==> src/rtl/zero_stuff_upsampler_if.sv <==
// zero_stuff_upsampler_if: input and output ready/valid streams of the upsampler.
interface zero_stuff_upsampler_if #(parameter int WORD_SIZE = 16);
    logic [WORD_SIZE-1:0] data_in;
    logic                 valid_in;
    logic                 ready_out;
    logic [WORD_SIZE-1:0] data_out;
    logic                 valid_out;
    logic                 ready_in;
    logic                 first_out;
    modport master (
        output data_in, valid_in, ready_in,
        input  ready_out, data_out, valid_out, first_out
    );
    modport slave (
        input  data_in, valid_in, ready_in,
        output ready_out, data_out, valid_out, first_out
    );
endinterface

==> src/rtl/zero_stuff_upsampler.sv <==
// zero_stuff_upsampler: emits each accepted sample followed by FACTOR-1 zeros.
// Define ZERO_STUFF_UPSAMPLER_HOLD_EN to repeat the sample instead (zero-order hold).
module zero_stuff_upsampler #(
    parameter int WORD_SIZE = 16,
    parameter int FACTOR    = 4
) (
    input logic clk,
    input logic arst_n,
    zero_stuff_upsampler_if.slave bus
);
    localparam int PW = FACTOR > 1 ? $clog2(FACTOR) : 1;
    localparam logic [PW-1:0] LAST = PW'(FACTOR - 1);
    if (FACTOR < 1) begin : g_bad_factor
        $error("zero_stuff_upsampler: FACTOR must be >= 1");
    end
    typedef enum logic {IDLE, EMIT} state_t;
    state_t state, state_nxt;
    logic [PW-1:0] phase, phase_nxt;
    logic [WORD_SIZE-1:0] sample, sample_nxt;
    logic last, in_xfer, out_xfer;
    assign last     = phase == LAST;
    assign in_xfer  = bus.valid_in && bus.ready_out;
    assign out_xfer = bus.valid_out && bus.ready_in;
    always_ff @(posedge clk or negedge arst_n) begin
        if (!arst_n) begin
            state  <= IDLE;
            phase  <= '0;
            sample <= '0;
        end else begin
            state  <= state_nxt;
            phase  <= phase_nxt;
            sample <= sample_nxt;
        end
    end
    always_comb begin
        state_nxt  = state;
        phase_nxt  = phase;
        sample_nxt = in_xfer ? bus.data_in : sample;
        if (state == IDLE) begin
            if (in_xfer) begin
                state_nxt = EMIT;
                phase_nxt = '0;
            end
        end else if (out_xfer) begin
            phase_nxt = last ? '0 : phase + PW'(1);
            if (last && !in_xfer) state_nxt = IDLE;
        end
    end
    // A new sample can only enter as the final phase of the current one leaves.
    always_comb begin
        bus.ready_out = (state == IDLE) || (bus.ready_in && last);
        bus.valid_out = state == EMIT;
        bus.first_out = (state == EMIT) && (phase == '0);
`ifdef ZERO_STUFF_UPSAMPLER_HOLD_EN
        bus.data_out  = sample;
`else
        bus.data_out  = (phase == '0) ? sample : '0;
`endif
    end
endmodule

==> src/flat_wrapper.sv <==
// flat-port wrapper written by rule: the top's interface ports become plain ports
module zero_stuff_upsampler_flat 
#(
    parameter int WORD_SIZE = 16,
    parameter int FACTOR    = 4
)
  (clk, arst_n, bus_data_in, bus_valid_in, bus_ready_in, bus_ready_out, bus_data_out, bus_valid_out, bus_first_out);
  zero_stuff_upsampler_if #(.WORD_SIZE(WORD_SIZE)) bus_i ();
  input logic clk;
  input logic arst_n;
  input wire logic [$bits(bus_i.data_in)-1:0] bus_data_in;
  input wire logic [$bits(bus_i.valid_in)-1:0] bus_valid_in;
  input wire logic [$bits(bus_i.ready_in)-1:0] bus_ready_in;
  output wire logic [$bits(bus_i.ready_out)-1:0] bus_ready_out;
  output wire logic [$bits(bus_i.data_out)-1:0] bus_data_out;
  output wire logic [$bits(bus_i.valid_out)-1:0] bus_valid_out;
  output wire logic [$bits(bus_i.first_out)-1:0] bus_first_out;
  assign bus_i.data_in = bus_data_in;
  assign bus_i.valid_in = bus_valid_in;
  assign bus_i.ready_in = bus_ready_in;
  assign bus_ready_out = bus_i.ready_out;
  assign bus_data_out = bus_i.data_out;
  assign bus_valid_out = bus_i.valid_out;
  assign bus_first_out = bus_i.first_out;
  zero_stuff_upsampler #(.WORD_SIZE(WORD_SIZE), .FACTOR(FACTOR)) u_core (.clk(clk), .arst_n(arst_n), .bus(bus_i));
endmodule
==> config.mk <==
export PLATFORM = sky130hd
export DESIGN_NAME = zero_stuff_upsampler_flat
export DESIGN_NICKNAME = d
export VERILOG_FILES = /design/src/rtl/zero_stuff_upsampler_if.sv /design/src/rtl/zero_stuff_upsampler.sv /design/src/flat_wrapper.sv
export SDC_FILE = /design/constraint.sdc
export NUM_CORES = 1
export LEC_CHECK = 0
export CORE_MARGIN = 2
export CORE_UTILIZATION = 47
export CTS_CLUSTER_SIZE = 10
export DETAILED_ROUTE_END_ITERATION = 12
export PLACE_DENSITY_LB_ADDON = 0.1
export SYNTH_ARGS = -nofsm -noshare
export SYNTH_HDL_FRONTEND = slang
export SYNTH_SLANG_ARGS = --single-unit
==> constraint.sdc <==
create_clock -name clk -period 2.5 [get_ports clk]
set_input_delay 0.375 -clock clk [delete_from_list [all_inputs] [get_ports clk]]
set_output_delay 0.375 -clock clk [all_outputs]
set_load 0.02 [all_outputs]
==> Yosys cells after proc, flatten, opt, wreduce, memory -nomap -nowiden <==
Index checks and enable logic that the tools add are counted.
{ "totals": {"regBits": 19, "input_bits": 20, "word_cells": 26} }
{ "classes": {"n_addsub": 1, "n_eq_ne": 2, "mux": 9, "bitwise": 1, "reduce_logical": 10} }
{ "ops": {"columns": ["operator", "count"], "rows": [
  ["$mux W16", 1],
  ["$mux W2", 4],
  ["$logic_and A1 B1 Y1", 5],
  ["$mux W1", 4],
  ["$add A2 B1 Y2 const B", 1],
  ["$eq A2 B2 Y1 const B", 1],
  ["$logic_not A2 Y1", 1],
  ["$ne A2 B2 Y1 const B", 1],
  ["$reduce_and A2 Y1", 1],
  ["$reduce_bool A2 Y1", 1],
  ["$logic_not A1 Y1", 1],
  ["$logic_or A1 B1 Y1", 1],
  ["$not A1 Y1", 1]
]} }

==> Depth between registers and ports, before layout <==
Gate-level depths: netlist of run 1.
{ "logic_depth": {"depth_word": 9, "depth_mapped": 5} }

==> Worst setup path before layout of run 1 <==
OpenSTA, ideal clock, no wires.
{ "synth_timing": {"kind": "reg-to-output", "startpoint": "register u_core.phase[0]", "endpoint": "output bus_ready_out", "t_arrival_ps": 1186, "required_ps": 2125, "slack_ps": 939, "stages_incl_launch_ff": 5, "cell_sequence": "dfrtp_1 -> ha_1 -> a21boi_4 -> buf_4 -> inv_2"} }
{ "synth_between": {"elab_chain_cells": 3} }
{ "synth_rtl": {"columns": ["item", "line", "text"], "rows": [
  ["start, declared", "zero_stuff_upsampler.sv:18", "logic [PW-1:0] phase, phase_nxt;"],
  ["start signal, assigned", "zero_stuff_upsampler.sv:31", "phase <= phase_nxt;"],
  ["$eq A2 B2 Y1", "zero_stuff_upsampler.sv:21", "assign last = phase == LAST;"],
  ["$logic_and A1 B1 Y1", "zero_stuff_upsampler.sv:51", "bus.ready_out = (state == IDLE) || (bus.ready_in && last);"],
  ["$logic_or A1 B1 Y1", "zero_stuff_upsampler.sv:51", null],
  ["end, declared", "flat_wrapper.sv:14", "output wire logic [$bits(bus_i.ready_out)-1:0] bus_ready_out;"]
]} }
Every way passes these cells.

==> Worst setup path after layout of run 1 <==
{ "layout_timing": {"startpoint": "register u_core.phase[0]", "endpoint": "output bus_data_out[12]"} }
{ "layout_between": {"elab_chain_cells": 2} }
{ "layout_rtl": {"columns": ["item", "line", "text"], "rows": [
  ["$logic_not A2 Y1", "zero_stuff_upsampler.sv:57", "bus.data_out = (phase == '0) ? sample : '0;"],
  ["$mux W16", "zero_stuff_upsampler.sv:57", null],
  ["end, declared", "flat_wrapper.sv:15", "output wire logic [$bits(bus_i.data_out)-1:0] bus_data_out;"]
]} }
Every way passes these cells.

==> results of run 1 <==
==> final timing paths <==
kind / endpoint / slack [ns]
worst max-delay path: bus_data_out[12] / 0.24
worst min-delay path: u_core.phase[1] / 0.54
worst max register to register: u_core.sample[15] / 1.12
worst min register to register: u_core.phase[1] / 0.54
max in group asynchronous: u_core.sample[7] / 1.42
min in group asynchronous: u_core.sample[1] / 0.56
==> registers in the layout (all words and copies together) (netlist names) <==
signal / flops
u_core.phase: 2
u_core.bus.valid_out: 1
u_core.sample: 16
==> critical path, delay by kind of cell, from the launching register on <==
family                   cells  cell delay (ns)
adder cells (fa/ha/maj)      1             0.33
AND/OR/NAND/NOR              1             0.18
flip-flops                   1             0.42
buffers and inverters        2             0.67
==> power groups by stage <==
| stage | Clock (mW) | Sequential, mW | Combinational, mW |
|---|---|---|---|
| final | 0.154 | 0.525 | 0.989 |
| after floorplan | 0 | 0.517 | 0.652 |
| after detailed placement | 0 | 0.533 | 0.996 |
| after global placement | 0 | 0.523 | 0.981 |
| after global routing | 0.171 | 0.541 | 1.08 |
| after CTS | 0.159 | 0.526 | 1.00 |
==> area by class of cell <==
| class | instances | area share [%] |
|---|---|---|
| clock buffers | 4 | 1.744 |
| inverters | 19 | 4.734 |
| multi-input cells | 59 | 32.39 |
| flip-flops and latches | 19 | 31.56 |
| well taps | 28 | 2.326 |
| repair buffers | 42 | 27.24 |
==> layer usage <==
| metal | vias up | global-route usage (%) | share of wire, % |
|---|---|---|---|
| met4 | 0 | 9.402 | 0.59 |
| met5 | - | 0 | 0 |
| met1 | 412 | 21.09 | 42 |
| li1 | 428 | - | - |
| met2 | 25 | 30.63 | 52 |
| met3 | 2 | 2.571 | 5.0 |
==> logic make-up after synthesis <==
family	count (synthesis)	synth area share, %
simple gates	37	17.59
compound gates	19	23.04
fa+ha+maj	2	2.270
mux	1	0.9081
flops	19	43.13
buf+inv	27	13.05
==> stage by stage <==
stage / hold WS (ns) / util (%) / worst slack (ns) / total power [mW]
global placement: 0.5173 / 66.80 / 0.4059 / 1.505
detailed placement: 0.5228 / 66.80 / 0.3960 / 1.529
floorplan: 0.07941 / - / 0.9386 / 1.168
finish: 0.5385 / 68.10 / 0.2378 / 1.668
global route: 0.5700 / 68.10 / 0.09113 / 1.792
CTS: 0.5425 / 67.99 / 0.04998 / 1.685
==> placed cells by master (no fill, tap or decap), drive strengths merged <==
cell type	instances
inv	19
buf	4
dfrtp	19
o32ai	16
nand2	16
ha	2
clkbuf	4
a32o	2
mux2i	1
or2	1
nor2	1
and2	17
a21boi	1
and3	1
clkdlybuf4s50	38
nor2b	1
==> flow_summary.html, run 1 <==
<table>
<tr><th>Metric</th><th>Value</th></tr>
<tr><th colspan="2">Run status</th></tr>
<tr><td>Result of the run</td><td>complete, no violations</td></tr>
<tr><th colspan="2">Floorplanning</th></tr>
<tr><td>Initial standard-cell utilization of the core</td><td>49.83%</td></tr>
<tr><td>Die Outline Area</td><td>0.002749 mm2</td></tr>
<tr><td>Core outline area</td><td>around 0.0022 mm2</td></tr>
<tr><td>Die span in x</td><td>52.43 um</td></tr>
<tr><td>Placement row count</td><td>17</td></tr>
<tr><td>Vert. Die Dim</td><td>52.43 um</td></tr>
<tr><td>I/O pin count</td><td>39</td></tr>
<tr><th colspan="2">STA</th></tr>
<tr><td>Worst setup skew after layout</td><td>0.006099 ns</td></tr>
<tr><td>Final critical-path share of the clock period</td><td>between 90% and 100%</td></tr>
<tr><td>Final setup viols</td><td>0</td></tr>
<tr><td>Count of endpoints failing hold in the final timing report</td><td>0</td></tr>
<tr><td>Headroom to the max-slew limit</td><td>between 40% and 50%</td></tr>
<tr><td>Transition time of the tightest slew-check pin</td><td>about 0.85 ns</td></tr>
<tr><td>Final min period</td><td>2.262 ns</td></tr>
<tr><td>Maximum achievable frequency</td><td>~440 MHz</td></tr>
<tr><td>Setup TNS</td><td>0 ns</td></tr>
<tr><td>RSZ-0062 raised after global routing</td><td>false</td></tr>
<tr><td>Max-slew violations</td><td>0</td></tr>
<tr><th colspan="2">Finish</th></tr>
<tr><td>Sequential cell area</td><td>475.5 um2</td></tr>
<tr><td>Antenna cell count</td><td>0</td></tr>
<tr><td>Total area of multi-input combinational cells</td><td>around 490 um2</td></tr>
<tr><td>Final instance count without filler cells</td><td>around 170</td></tr>
<tr><td>Final nets</td><td>around 170</td></tr>
<tr><td>Area Growth Syn to Fin</td><td>36.66%</td></tr>
<tr><td>Fraction of final layout cells sized beyond drive strength 1</td><td>~15%</td></tr>
<tr><td>Filler cells</td><td>approximately 190</td></tr>
<tr><td>Post-route cell area</td><td>roughly 0.0015 mm2</td></tr>
<tr><th colspan="2">Yosys</th></tr>
<tr><td>Synth Cell Area</td><td>~0.0011 mm2</td></tr>
<tr><td>Sequential fraction of the synthesis area</td><td>between 40% and 50%</td></tr>
<tr><td>Average footprint of a synthesized cell</td><td>approximately 10 um2</td></tr>
<tr><td>Top cells by area in the synthesized netlist</td><td>dfrtp_1, o32ai_2, and2_1</td></tr>
<tr><td>Leading post-synthesis cells by instance count</td><td>dfrtp_1, inv_1, and2_1, nand2_1, o32ai_2</td></tr>
<tr><td>Count leader, synth</td><td>dfrtp_1</td></tr>
<tr><td>Syn nets</td><td>roughly 130</td></tr>
<tr><td>Proportion of register bits with asynchronous set or reset after synthesis</td><td>100.0%</td></tr>
<tr><td>Number of instances in the synthesized netlist</td><td>between 100 and 150</td></tr>
<tr><td>Library cells used by synthesis</td><td>22</td></tr>
<tr><td>EDFF count, synth</td><td>0</td></tr>
<tr><td>Yosys warning count</td><td>0</td></tr>
<tr><td>Area share of the largest cell type after synthesis</td><td>between 40 and 50%</td></tr>
<tr><td>Dominant cell type by area after synthesis</td><td>dfrtp_1</td></tr>
<tr><td>Most used flip-flop cell after synthesis</td><td>dfrtp_1</td></tr>
<tr><td>Number of synthesized register bits</td><td>19</td></tr>
<tr><th colspan="2">GRT</th></tr>
<tr><td>Global-route wire length before repair</td><td>between 3000 and 4000 um</td></tr>
<tr><td>Maximum number of pins on one net before global-route repair</td><td>20</td></tr>
<tr><td>Overflow after GRT</td><td>0</td></tr>
<tr><td>Vias in the first global route</td><td>850</td></tr>
<tr><td>GRT Total Usage</td><td>approximately 18%</td></tr>
<tr><td>Number of antenna violations at the first check in global routing</td><td>0</td></tr>
<tr><th colspan="2">Power and ir drop</th></tr>
<tr><td>Internal cell power</td><td>~1.0 mW</td></tr>
<tr><td>Reg power frac</td><td>31.5%</td></tr>
<tr><td>Worst VDD drop</td><td>just over 0.8 mV</td></tr>
<tr><td>Leak</td><td>about 0.67 nW</td></tr>
<tr><td>Net switching power of the design</td><td>0.6215 mW</td></tr>
<tr><td>Comb pwr share</td><td>around three fifths</td></tr>
<tr><td>Clock share of power</td><td>just over 9%</td></tr>
<tr><td>Total power divided by cell area</td><td>around 1100 mW/mm2</td></tr>
<tr><td>Switching part of the total</td><td>a little under two fifths</td></tr>
<tr><th colspan="2">Min path</th></tr>
<tr><td>Worst min-delay path class</td><td>reg2reg</td></tr>
<tr><td>Min-Delay Startpoint</td><td>u_core.phase[1]</td></tr>
<tr><td>Count of cells along the worst hold path</td><td>1</td></tr>
<tr><th colspan="2">Drt</th></tr>
<tr><td>ANT nets after route</td><td>0</td></tr>
<tr><td>Routed Wire Length</td><td>around 2200 um</td></tr>
<tr><td>DRC viols</td><td>0</td></tr>
<tr><td>Mean number of vias per cell</td><td>5.070</td></tr>
<tr><td>Number of DRC markers after the initial detailed-route iteration</td><td>13</td></tr>
<tr><td>Via count of the routed design</td><td>between 800 and 900</td></tr>
<tr><td>Number of iterations in the first detailed-routing pass</td><td>5</td></tr>
<tr><td>Average routed wire per standard cell</td><td>about 13 um</td></tr>
<tr><th colspan="2">Placed design</th></tr>
<tr><td>Final weighted congestion in routability-driven placement</td><td>0.6465</td></tr>
<tr><td>Count of buffers from port buffering</td><td>38</td></tr>
<tr><td>Detail Placement HPWL</td><td>~1500 um</td></tr>
<tr><td>Cell area after placement</td><td>0.001478 mm2</td></tr>
<tr><td>Number of placed instances with taps included</td><td>about 170</td></tr>
<tr><th colspan="2">Worst setup path</th></tr>
<tr><td>Slowest stage cell, crit path</td><td>clkdlybuf4s50_1</td></tr>
<tr><td>Data required time of the critical path</td><td>between 2 and 2.5 ns</td></tr>
<tr><td>Number of cells on the worst reg-to-reg path</td><td>4</td></tr>
<tr><td>Critical Path Fanout Max</td><td>17</td></tr>
<tr><td>CP Launch Point</td><td>u_core.phase[0]</td></tr>
<tr><td>Critical R2R Launch</td><td>u_core.phase[0]</td></tr>
<tr><td>Arrival time of data at the critical path endpoint</td><td>about 1.9 ns</td></tr>
<tr><td>Kind of launch point of the worst setup path</td><td>flip-flop</td></tr>
<tr><td>Delay of the slowest cell on the worst path</td><td>0.60 ns</td></tr>
<tr><td>CP Capture Type</td><td>primary output</td></tr>
<tr><td>Chain of cells forming the critical path</td><td>inv_1 -&gt; ha_2 -&gt; and2_1 -&gt; clkdlybuf4s50_1</td></tr>
<tr><td>Category of the critical setup timing path</td><td>reg2out</td></tr>
<tr><th colspan="2">Clock tree</th></tr>
<tr><td>Clk Latency, worst-skew pair</td><td>0.29 ns</td></tr>
<tr><td>Root Buffer Master</td><td>clkbuf_4</td></tr>
<tr><td>Buffer depth of the longest clock path</td><td>2</td></tr>
<tr><td>Hold_buf cts</td><td>0</td></tr>
<tr><td>CTS tree</td><td>done</td></tr>
<tr><td>Clock edge transition at the registers on the reported setup and hold paths</td><td>~0.1 ns</td></tr>
<tr><td>Total CTS buffers</td><td>3</td></tr>
<tr><td># clock sinks</td><td>19</td></tr>
<tr><td>Post-CTS sizing</td><td>0</td></tr>
<tr><td># Post-CTS Setup Buffers</td><td>0</td></tr>
<tr><td>CTS H-tree lvls</td><td>1</td></tr>
<tr><th colspan="2">Flow run</th></tr>
<tr><td>Max-cap violations</td><td>0</td></tr>
</table>
No activity file was read; power rests on OpenSTA's default activity.
==> run 2, diff against run 1 <==
--- a/config.mk
+++ b/config.mk
@@ -5,6 +5,7 @@
 export SDC_FILE = /design/constraint.sdc
 export NUM_CORES = 1
 export LEC_CHECK = 0
+export CAP_MARGIN = 0
 export CORE_MARGIN = 2
 export CORE_UTILIZATION = 47
 export CTS_CLUSTER_SIZE = 10
==> results of run 2 <==
No change in the layout: final DEF, timing and power equal those of run 1.
==> run 3, diff against run 2 <==
--- a/config.mk
+++ b/config.mk
@@ -11,6 +11,7 @@
 export CTS_CLUSTER_SIZE = 10
 export DETAILED_ROUTE_END_ITERATION = 12
 export PLACE_DENSITY_LB_ADDON = 0.1
+export SLEW_MARGIN = 25
 export SYNTH_ARGS = -nofsm -noshare
 export SYNTH_HDL_FRONTEND = slang
 export SYNTH_SLANG_ARGS = --single-unit
==> results of run 3 <==
No change in the layout: final DEF, timing and power equal those of run 1.
